`config.mk`:
```
export PLATFORM = sky130hd
export DESIGN_NAME = mac_tx_arbiter
export DESIGN_NICKNAME = d
export VERILOG_FILES = /design/src/rtl/mac_tx_arbiter.sv
export SDC_FILE = /design/constraint.sdc
export NUM_CORES = 1
export LEC_CHECK = 0
export CAP_MARGIN = 20
export CORE_MARGIN = 2
export CORE_UTILIZATION = 28
export DETAILED_ROUTE_END_ITERATION = 12
export GPL_ROUTABILITY_DRIVEN = 0
export PLACE_DENSITY = 0.49
export SLEW_MARGIN = 5
export SYNTH_ARGS = -nofsm -noshare
export SYNTH_HDL_FRONTEND = slang
export SYNTH_SLANG_ARGS = --single-unit
export TNS_END_PERCENT = 10
```
`constraint.sdc`:
```
create_clock -name tx_clk -period 5.7 [get_ports tx_clk]
set_input_delay 1.14 -clock tx_clk [delete_from_list [all_inputs] [get_ports tx_clk]]
set_output_delay 1.14 -clock tx_clk [all_outputs]
set_load 0.005 [all_outputs]
```
`src/rtl/mac_tx_arbiter.sv`:
```
// Two-source round-robin transmit arbiter in front of a MAC.
// A granted source streams one frame. The first byte waits for mac_tx_ack,
// and after that one byte moves per cycle. A fixed inter-frame gap follows
// every frame, including aborted ones.
module mac_tx_arbiter #(
  parameter int IFG_CYCLES  = 12,
  parameter int MAX_LEN     = 1518,
  parameter int ACK_TIMEOUT = 1024
) (
  input  logic        tx_clk,
  input  logic        reset,
  input  logic        tx_enable,
  input  logic        s0_req,
  input  logic        s1_req,
  input  logic [7:0]  s0_data,
  input  logic [7:0]  s1_data,
  input  logic        s0_last,
  input  logic        s1_last,
  output logic        s0_gnt,
  output logic        s1_gnt,
  output logic        s0_rd,
  output logic        s1_rd,
  output logic [7:0]  mac_tx_data,
  output logic        mac_tx_dvld,
  input  logic        mac_tx_ack,
  output logic        conf_tx_en,
  output logic        conf_tx_jumbo_en,
  output logic        conf_tx_no_gen_crc,
  output logic        err_oversize,
  output logic        err_ack_timeout,
  output logic        frame_done,
  output logic [15:0] frame_cnt
);

  localparam int TMR_W = (ACK_TIMEOUT > 1) ? $clog2(ACK_TIMEOUT) : 1;
  localparam int GAP_W = (IFG_CYCLES > 1) ? $clog2(IFG_CYCLES) : 1;
  localparam logic [10:0]      MAX_LEN_C  = 11'(MAX_LEN);
  localparam logic [TMR_W-1:0] TMR_LAST   = TMR_W'(ACK_TIMEOUT - 1);
  localparam logic [GAP_W-1:0] GAP_LAST   = GAP_W'(IFG_CYCLES - 1);

  typedef enum logic [1:0] {IDLE, WAIT_ACK, XFER, GAP} state_t;

  state_t           state;
  logic             gnt_sel;      // 0: s0 owns the port, 1: s1 owns it
  logic             last_served;
  logic [10:0]      byte_cnt;     // bytes of the current frame already consumed
  logic [TMR_W-1:0] ack_tmr;
  logic [GAP_W-1:0] gap_cnt;

  logic active;
  logic sel_last;
  logic oversize;
  logic consume;
  logic winner;

  assign active   = (state == WAIT_ACK) || (state == XFER);
  assign sel_last = gnt_sel ? s1_last : s0_last;
  // The byte after MAX_LEN consumed bytes is not taken. The frame is cut instead.
  assign oversize = (state == XFER) && !sel_last && (byte_cnt == MAX_LEN_C);
  assign consume  = ((state == WAIT_ACK) && mac_tx_ack) || ((state == XFER) && !oversize);

  assign s0_gnt      = active && !gnt_sel;
  assign s1_gnt      = active && gnt_sel;
  assign s0_rd       = consume && !gnt_sel;
  assign s1_rd       = consume && gnt_sel;
  assign mac_tx_dvld = active;
  assign mac_tx_data = active ? (gnt_sel ? s1_data : s0_data) : 8'd0;
  assign frame_done  = consume && sel_last;

  assign conf_tx_jumbo_en   = 1'b0;
  assign conf_tx_no_gen_crc = 1'b0;

  // Round-robin pick: on contention, serve the source that did not go last.
  always_comb begin
    winner = 1'b0;
    if (s0_req && s1_req) winner = ~last_served;
    else                  winner = s1_req;
  end

  // Configuration mirror of the enable input, one cycle late.
  always_ff @(posedge tx_clk) begin
    if (reset) conf_tx_en <= 1'b0;
    else       conf_tx_en <= tx_enable;
  end

  // Frame sequencing: grant, first-byte handshake, streaming, aborts and gap.
  always_ff @(posedge tx_clk) begin
    if (reset) begin
      state           <= IDLE;
      gnt_sel         <= 1'b0;
      last_served     <= 1'b1;
      byte_cnt        <= 11'd0;
      ack_tmr         <= '0;
      gap_cnt         <= '0;
      err_oversize    <= 1'b0;
      err_ack_timeout <= 1'b0;
      frame_cnt       <= 16'd0;
    end else begin
      err_oversize    <= 1'b0;
      err_ack_timeout <= 1'b0;
      case (state)
        IDLE: begin
          if (tx_enable && (s0_req || s1_req)) begin
            gnt_sel     <= winner;
            last_served <= winner;
            byte_cnt    <= 11'd0;
            ack_tmr     <= '0;
            state       <= WAIT_ACK;
          end
        end
        WAIT_ACK: begin
          if (mac_tx_ack) begin
            byte_cnt <= 11'd1;
            if (sel_last) begin
              frame_cnt <= frame_cnt + 16'd1;
              gap_cnt   <= '0;
              state     <= GAP;
            end else begin
              state <= XFER;
            end
          end else if (ack_tmr == TMR_LAST) begin
            err_ack_timeout <= 1'b1;
            gap_cnt         <= '0;
            state           <= GAP;
          end else begin
            ack_tmr <= ack_tmr + 1'b1;
          end
        end
        XFER: begin
          if (oversize) begin
            err_oversize <= 1'b1;
            gap_cnt      <= '0;
            state        <= GAP;
          end else begin
            byte_cnt <= byte_cnt + 11'd1;
            if (sel_last) begin
              frame_cnt <= frame_cnt + 16'd1;
              gap_cnt   <= '0;
              state     <= GAP;
            end
          end
        end
        GAP: begin
          if (gap_cnt == GAP_LAST) state <= IDLE;
          else                     gap_cnt <= gap_cnt + 1'b1;
        end
        default: state <= IDLE;
      endcase
    end
  end

endmodule

```
==> results of run 1 <==
-- worst paths after layout --
path | from | to | slack, ns
setup / recovery | s0_last | frame_done | 1.68
hold / removal | ack_tmr[1]$_SDFFE_PP0P_ | ack_tmr[1]$_SDFFE_PP0P_ | 0.48
setup reg to reg | state[1]$_SDFFE_PP0P_ | byte_cnt[3]$_SDFFE_PP0P_ | 2.98
hold reg to reg | ack_tmr[1]$_SDFFE_PP0P_ | ack_tmr[1]$_SDFFE_PP0P_ | 0.48
-- cells in the mapped netlist, drive strengths merged, types with 2 or more instances --
master  count
nand3b      2
nor4        2
o21ai      21
buf         5
nand2      28
a21boi      2
a211oi      2
a221oi      2
a31oi       4
nor2       38
dfxtp      48
ha          9
a21oi      28
mux2        2
nand4       6
mux2i      12
inv        11
nor2b       5
or4         6
and3        4
or3b        3
nor3       13
and2        9
clkbuf      9
nand3      17
xor2        3
xnor2      11
and4        3
or3        13
-- worst max-delay path, stage by stage --
cell,delay (ns)
clkdlybuf4s50_1,0.41
mux2i_2,0.40
nand2_1,0.09
a22oi_1,0.30
nor2_1,0.08
clkdlybuf4s50_1,0.46
-- where the power goes --
group          internal, µW  total [µW]  switching [µW]  leakage, µW
registers               351         371            20.6     0.000388
logic                   208         459             250     0.000683
clock network           130         250             120    0.0000541
total                   689        1080             391      0.00112
-- state kept, by name (all words and copies together), names as in the netlist --
register / count
conf_tx_en: 1
gap_cnt: 4
gnt_sel: 1
last_served: 1
state: 2
ack_tmr: 10
byte_cnt: 11
err_ack_timeout: 1
frame_cnt: 16
err_oversize: 1
-- layer usage --
metal | global-route usage, % | vias to the layer above | wire length, µm
met5 | 0 | - | 0
met4 | 3.59 | 0 | 106
met3 | 2.46 | 8 | 129
met2 | 23.6 | 28 | 3290
met1 | 18.5 | 1200 | 3470
li1 | - | 1278 | -
-- area by class of cell --
| type | instances | area, µm² |
|---|---|---|
| Sequential cell | 48 | 961 |
| Inverter | 12 | 45.0 |
| Clock inverter | 3 | 42.5 |
| Multi-Input combinational cell | 261 | 1610 |
| Timing Repair Buffer | 57 | 568 |
| Clock buffer | 5 | 68.8 |
| Tap cell | 129 | 161 |
| Fill cell | 1007 | 5820 |
-- through the flow --
step,power [µW],hold WS (ns)
CTS,1090,0.478
global placement,840,0.461
floorplan,652,0.444
global route,1160,0.514
finish,1080,0.475
detailed placement,841,0.466
-- kinds of logic after synthesis --
group,synth area share (%)
other,0.140
buffers and inverters,4.33
AO/OA/AOI/OAI,14.8
AND/OR/NAND/NOR,30.8
multiplexers,5.45
XOR/XNOR,4.56
flip-flops,35.8
adder cells (fa/ha/maj),4.19
==> out/qor.yml, run 1 <==
status: "completed"
ff2ff_path_depth: 7
pin_count: 59
final_cell_mix: "clkdlybuf4s50_1, dfxtp_1, nor2_1"
utilization_pct: 37.3
synth_area_leaders: "dfxtp_1, nor2_1, a21oi_1, ha_1, mux2i_1"
avgSynthCellArea_um2: 8.04
critPathKind: "in2out"
cts_tree: "yes"
min_period_ns: 4.02
hold_path.class: "reg2reg"
p_leak_uw: 0.00112
setup_violations: 0
clock-sinks: 48
syn_area_um2: 2690
cts.repair.resized: 0
synth_top_flop_cell: "dfxtp_1"
async_reset_ff_share_pct: 0
antenna_found_initial: 0
place_ws_ns: 1.63
ys_warn_count: 0
fin_crit_sh_pct: 70.5
postRouteAntennaNets: 0
drt_first_pass_iters: 4
critPathLaunchType: "input pin"
grtUsageTotal_pct: 14.0
wl_per_cell_um: 13.6
cts_root_buf: "clkbuf_8"
clock_skew_ns: 0.00267
end_kind: "output pin"
layoutNonFillerInstCount: 515
design_area_um2: 3460
vias: 2514
clk_path_buf_depth: 2
synth_seq_cells: 48
maxCapViolations: 0
placedCellCount: 507
synth_top_area_share_pct: 35.8
start_util_pct: 28.9
final_nets: 418
cts.clk_slew.worst_paths_ns: 0.09
grt_start_max_net_pins: 39
die-width_um: 102
placed_area_um2: 3350
layout_commonest_cell: "clkdlybuf4s50_1"
setup-tns-final_ns: 0
row_count: 35
holdBufCountCts: 0
maxSlewHeadroom_pct: 56.1
cts_post_setup_buffers_inserted: 0
drt_iter0_markers: 83
cts_buffers: 5
diodes: 0
max-vdd-ir-drop_mv: 0.134
rsz0062_at_grt: "false"
path_max_fanout: 8
drv_slew: 0
port_buffers: 56
drc: 0
yosys.area.top_type: "dfxtp_1"
core_area_um2: 9280
die_area_um2: 10400
arrival_ns: 2.88
gr-total-overflow: 0
layout-drive-gt1-share_pct: 5.96
place_hpwl_um: 5030
clkLatencyLatePin_ns: 0.30
grt_pass1_vias: 2417
area_growth_syn_to_layout_pct: 28.8
min_path_cells: 2
max_freq_ghz: 0.249
cts-htree-levels: 2
vias_per_cell: 4.88
synth-seq-area-share_pct: 35.8
worstMarginPinSlew_ns: 0.658
synth_cells: 334
required_ns: 4.56
die_y_um: 102
synth_edf_count: 0
grt_pass1_wl_um: 11800
routed_wl_um: 6990
powerDensity_nw_per_um2: 312
final_hold_viol_count: 0
worst_slack_ns: 1.68
synth_cell_types: 58
No activity file was read; power rests on OpenSTA's default activity.
==> run 2: changes to the inputs <==
--- a/config.mk
+++ b/config.mk
@@ -10,7 +10,7 @@
 export CORE_UTILIZATION = 28
 export DETAILED_ROUTE_END_ITERATION = 12
 export GPL_ROUTABILITY_DRIVEN = 0
-export PLACE_DENSITY = 0.49
+export PLACE_DENSITY = 0.51
 export SLEW_MARGIN = 5
 export SYNTH_ARGS = -nofsm -noshare
 export SYNTH_HDL_FRONTEND = slang
==> constraint.sdc (replaced) <==
create_clock -name tx_clk -period 3.6 [get_ports tx_clk]
set_input_delay 0.72 -clock tx_clk [delete_from_list [all_inputs] [get_ports tx_clk]]
set_output_delay 0.72 -clock tx_clk [all_outputs]
set_load 0.005 [all_outputs]
==> run 2 against run 1 <==
Net effect:
- setup slack lost 1.0 ns
- largest power group unchanged
- clock skew increased by 0.0023 ns
- power up 53%
- largest cell class unchanged
- cell area down 0.11%
- clock power rose by 38%
- critical endpoint is now s1_rd
==> out/qor.yml, run 2 (same netlist as run 1, synthesis figures left out) <==
cts_tree: "yes"
r2r-start: "state[1]$_SDFFE_PP0P_"
row_count: 35  # unchanged
grt_start_max_net_pins: 38  # -2.6%
area_growth_syn_to_layout_pct: 28.6
seqCellArea_um2: 961  # unchanged
holdBufCountCts: 0  # unchanged
final_cell_mix: "clkdlybuf4s50_1, dfxtp_1, nor2_1"
r2r_slack_ns: 0.92  # -2.06 ns
end_kind: "output pin"
design_area_um2: 3460  # -0.11%
ff2ff_path_depth: 7  # unchanged
path_max_fanout: 5  # -3
cts_buffers: 5  # unchanged
grt_pass1_wl_um: 11300  # -4.1%
worstReg2RegEnd: "byte_cnt[3]$_SDFFE_PP0P_"
critPathKind: "reg2out"
cts.repair.resized: 0  # unchanged
gr-total-overflow: 0  # unchanged
cts.clk_slew.worst_paths_ns: 0.10  # about the same
routed_wl_um: 6920  # -0.92%
multiInputGateArea_um2: 1610  # unchanged
pwr-share-clk_pct: 20.9  # -2.3 points
layout-drive-gt1-share_pct: 6.44  # +0.48 points
setup_violations: 0  # unchanged
core_area_um2: 9280  # unchanged
layout_commonest_cell: "clkdlybuf4s50_1"
fin_crit_sh_pct: 82.3
max_freq_ghz: 0.337
largest_reg_flops: 16  # unchanged
hold_path.class: "reg2reg"
grt_pass1_vias: 2293  # -5.1%
powerDensity_nw_per_um2: 479  # +53%
reg.largest.list: "frame_cnt x16, byte_cnt x11, ack_tmr x10"
diodes: 0  # unchanged
cts_post_setup_buffers_inserted: 0  # unchanged
crit_end: "s1_rd"
clock_skew_ns: 0.00496  # +0.00228 ns
required_ns: 2.88  # -1.68 ns
drt_iter0_markers: 112  # +35%
arrival_ns: 2.24  # -0.64 ns
maxCapViolations: 0  # unchanged
cts_root_buf: "clkbuf_8"
drc: 0  # unchanged
min_path_cells: 2  # unchanged
rsz0062_at_grt: "false"
max-vdd-ir-drop_mv: 0.186  # +39%
grtUsageTotal_pct: 13.5  # -0.44 points
startpoint: "byte_cnt[0]$_SDFFE_PP0P_"
drt_first_pass_iters: 5  # +1
pwr-share-comb_pct: 44.1  # +1.6 points
swShare_pct: 38.0  # +1.8 points
setup-tns-final_ns: 0  # unchanged
seqPwrFrac_pct: 35.0  # +0.6 points
final_hold_viol_count: 0  # unchanged
intPower_uw: 1030  # +49%
die-width_um: 102  # unchanged
vias: 2487  # -1.1%
cts-htree-levels: 2  # unchanged
place_hpwl_um: 5110  # +1.5%
clk_path_buf_depth: 2  # unchanged
critPathLaunchType: "flop"
die_y_um: 102  # unchanged
min_period_ns: 2.96
placed_area_um2: 3360  # +0.45%
antenna_found_initial: 0  # unchanged
drv_slew: 0  # unchanged
fill_cells: 967  # -4.0%
largest-register: "frame_cnt"
die_area_um2: 10400  # unchanged
port_buffers: 56  # unchanged
p_leak_uw: 0.00112  # -0.32%
wl_per_cell_um: 13.4  # -1.3%
postRouteAntennaNets: 0  # unchanged
vias_per_cell: 4.81  # -1.5%
pin_count: 59  # unchanged
clkLatencyLatePin_ns: 0.31  # about the same
start_util_pct: 28.9  # unchanged
p_sw_uw: 630  # +61%
final_nets: 420  # +0.48%
status: "completed"
clock-sinks: 48  # unchanged
-- run 2: per-layer routing --
layer / vias to the layer above / wire length (µm) / global-route usage (%)
met1: 1171 / 3370 / 18.1
met4: 0 / 101 / 4.31
met5: - / 0 / 0
met2: 20 / 3350 / 22.2
li1: 1286 / - / -
met3: 10 / 100 / 2.33
-- run 2: power groups by stage --
stage,combinational [µW],sequential [µW],clock [µW]
finish,731,580,345
global route,810,584,376
CTS,744,580,361
detailed placement,740,592,0
global placement,743,592,0
floorplan,446,587,0
-- run 2: critical path: stages, from the launching register on --
cell and delay, ns:
dfxtp_1 0.35, inv_1 0.08, ha_1 0.14, nand4_1 0.19, nor4_4 0.30, nand2_1 0.09
a22oi_1 0.25, nor2b_1 0.08, clkdlybuf4s50_1 0.45
-- run 2: worst min-delay path by stage --
stage	from	to	slack, ns
finish	ack_tmr[1]$_SDFFE_PP0P_	ack_tmr[1]$_SDFFE_PP0P_	0.48
global route	gap_cnt[1]$_SDFFE_PP0P_	gap_cnt[1]$_SDFFE_PP0P_	0.51
CTS	ack_tmr[1]$_SDFFE_PP0P_	ack_tmr[1]$_SDFFE_PP0P_	0.48
detailed placement	ack_tmr[1]$_SDFFE_PP0P_	ack_tmr[1]$_SDFFE_PP0P_	0.47
global placement	ack_tmr[1]$_SDFFE_PP0P_	ack_tmr[1]$_SDFFE_PP0P_	0.46
floorplan	ack_tmr[1]$_SDFFE_PP0P_	ack_tmr[1]$_SDFFE_PP0P_	0.44
-- run 2: area by class of cell --
type / count / share of cell area, %
tap: 129 / 4.67
multi-input combinational: 261 / 46.7
sequential: 48 / 27.8
clock inverter: 3 / 0.688
timing repair buffer: 59 / 16.9
inverter: 12 / 1.30
clock buffer: 5 / 1.99
-- run 2: metrics by stage --
step                setup slack, ns  cells  util, %  hold slack, ns  power, µW
floorplan                      1.49    335        -           0.444       1030
global placement              0.719    509     36.2           0.456       1330
detailed placement            0.646    509     36.2           0.468       1330
CTS                           0.619    517     37.2           0.481       1690
global route                  0.456    517     37.2           0.508       1770
finish                        0.637    517     37.2           0.477       1660
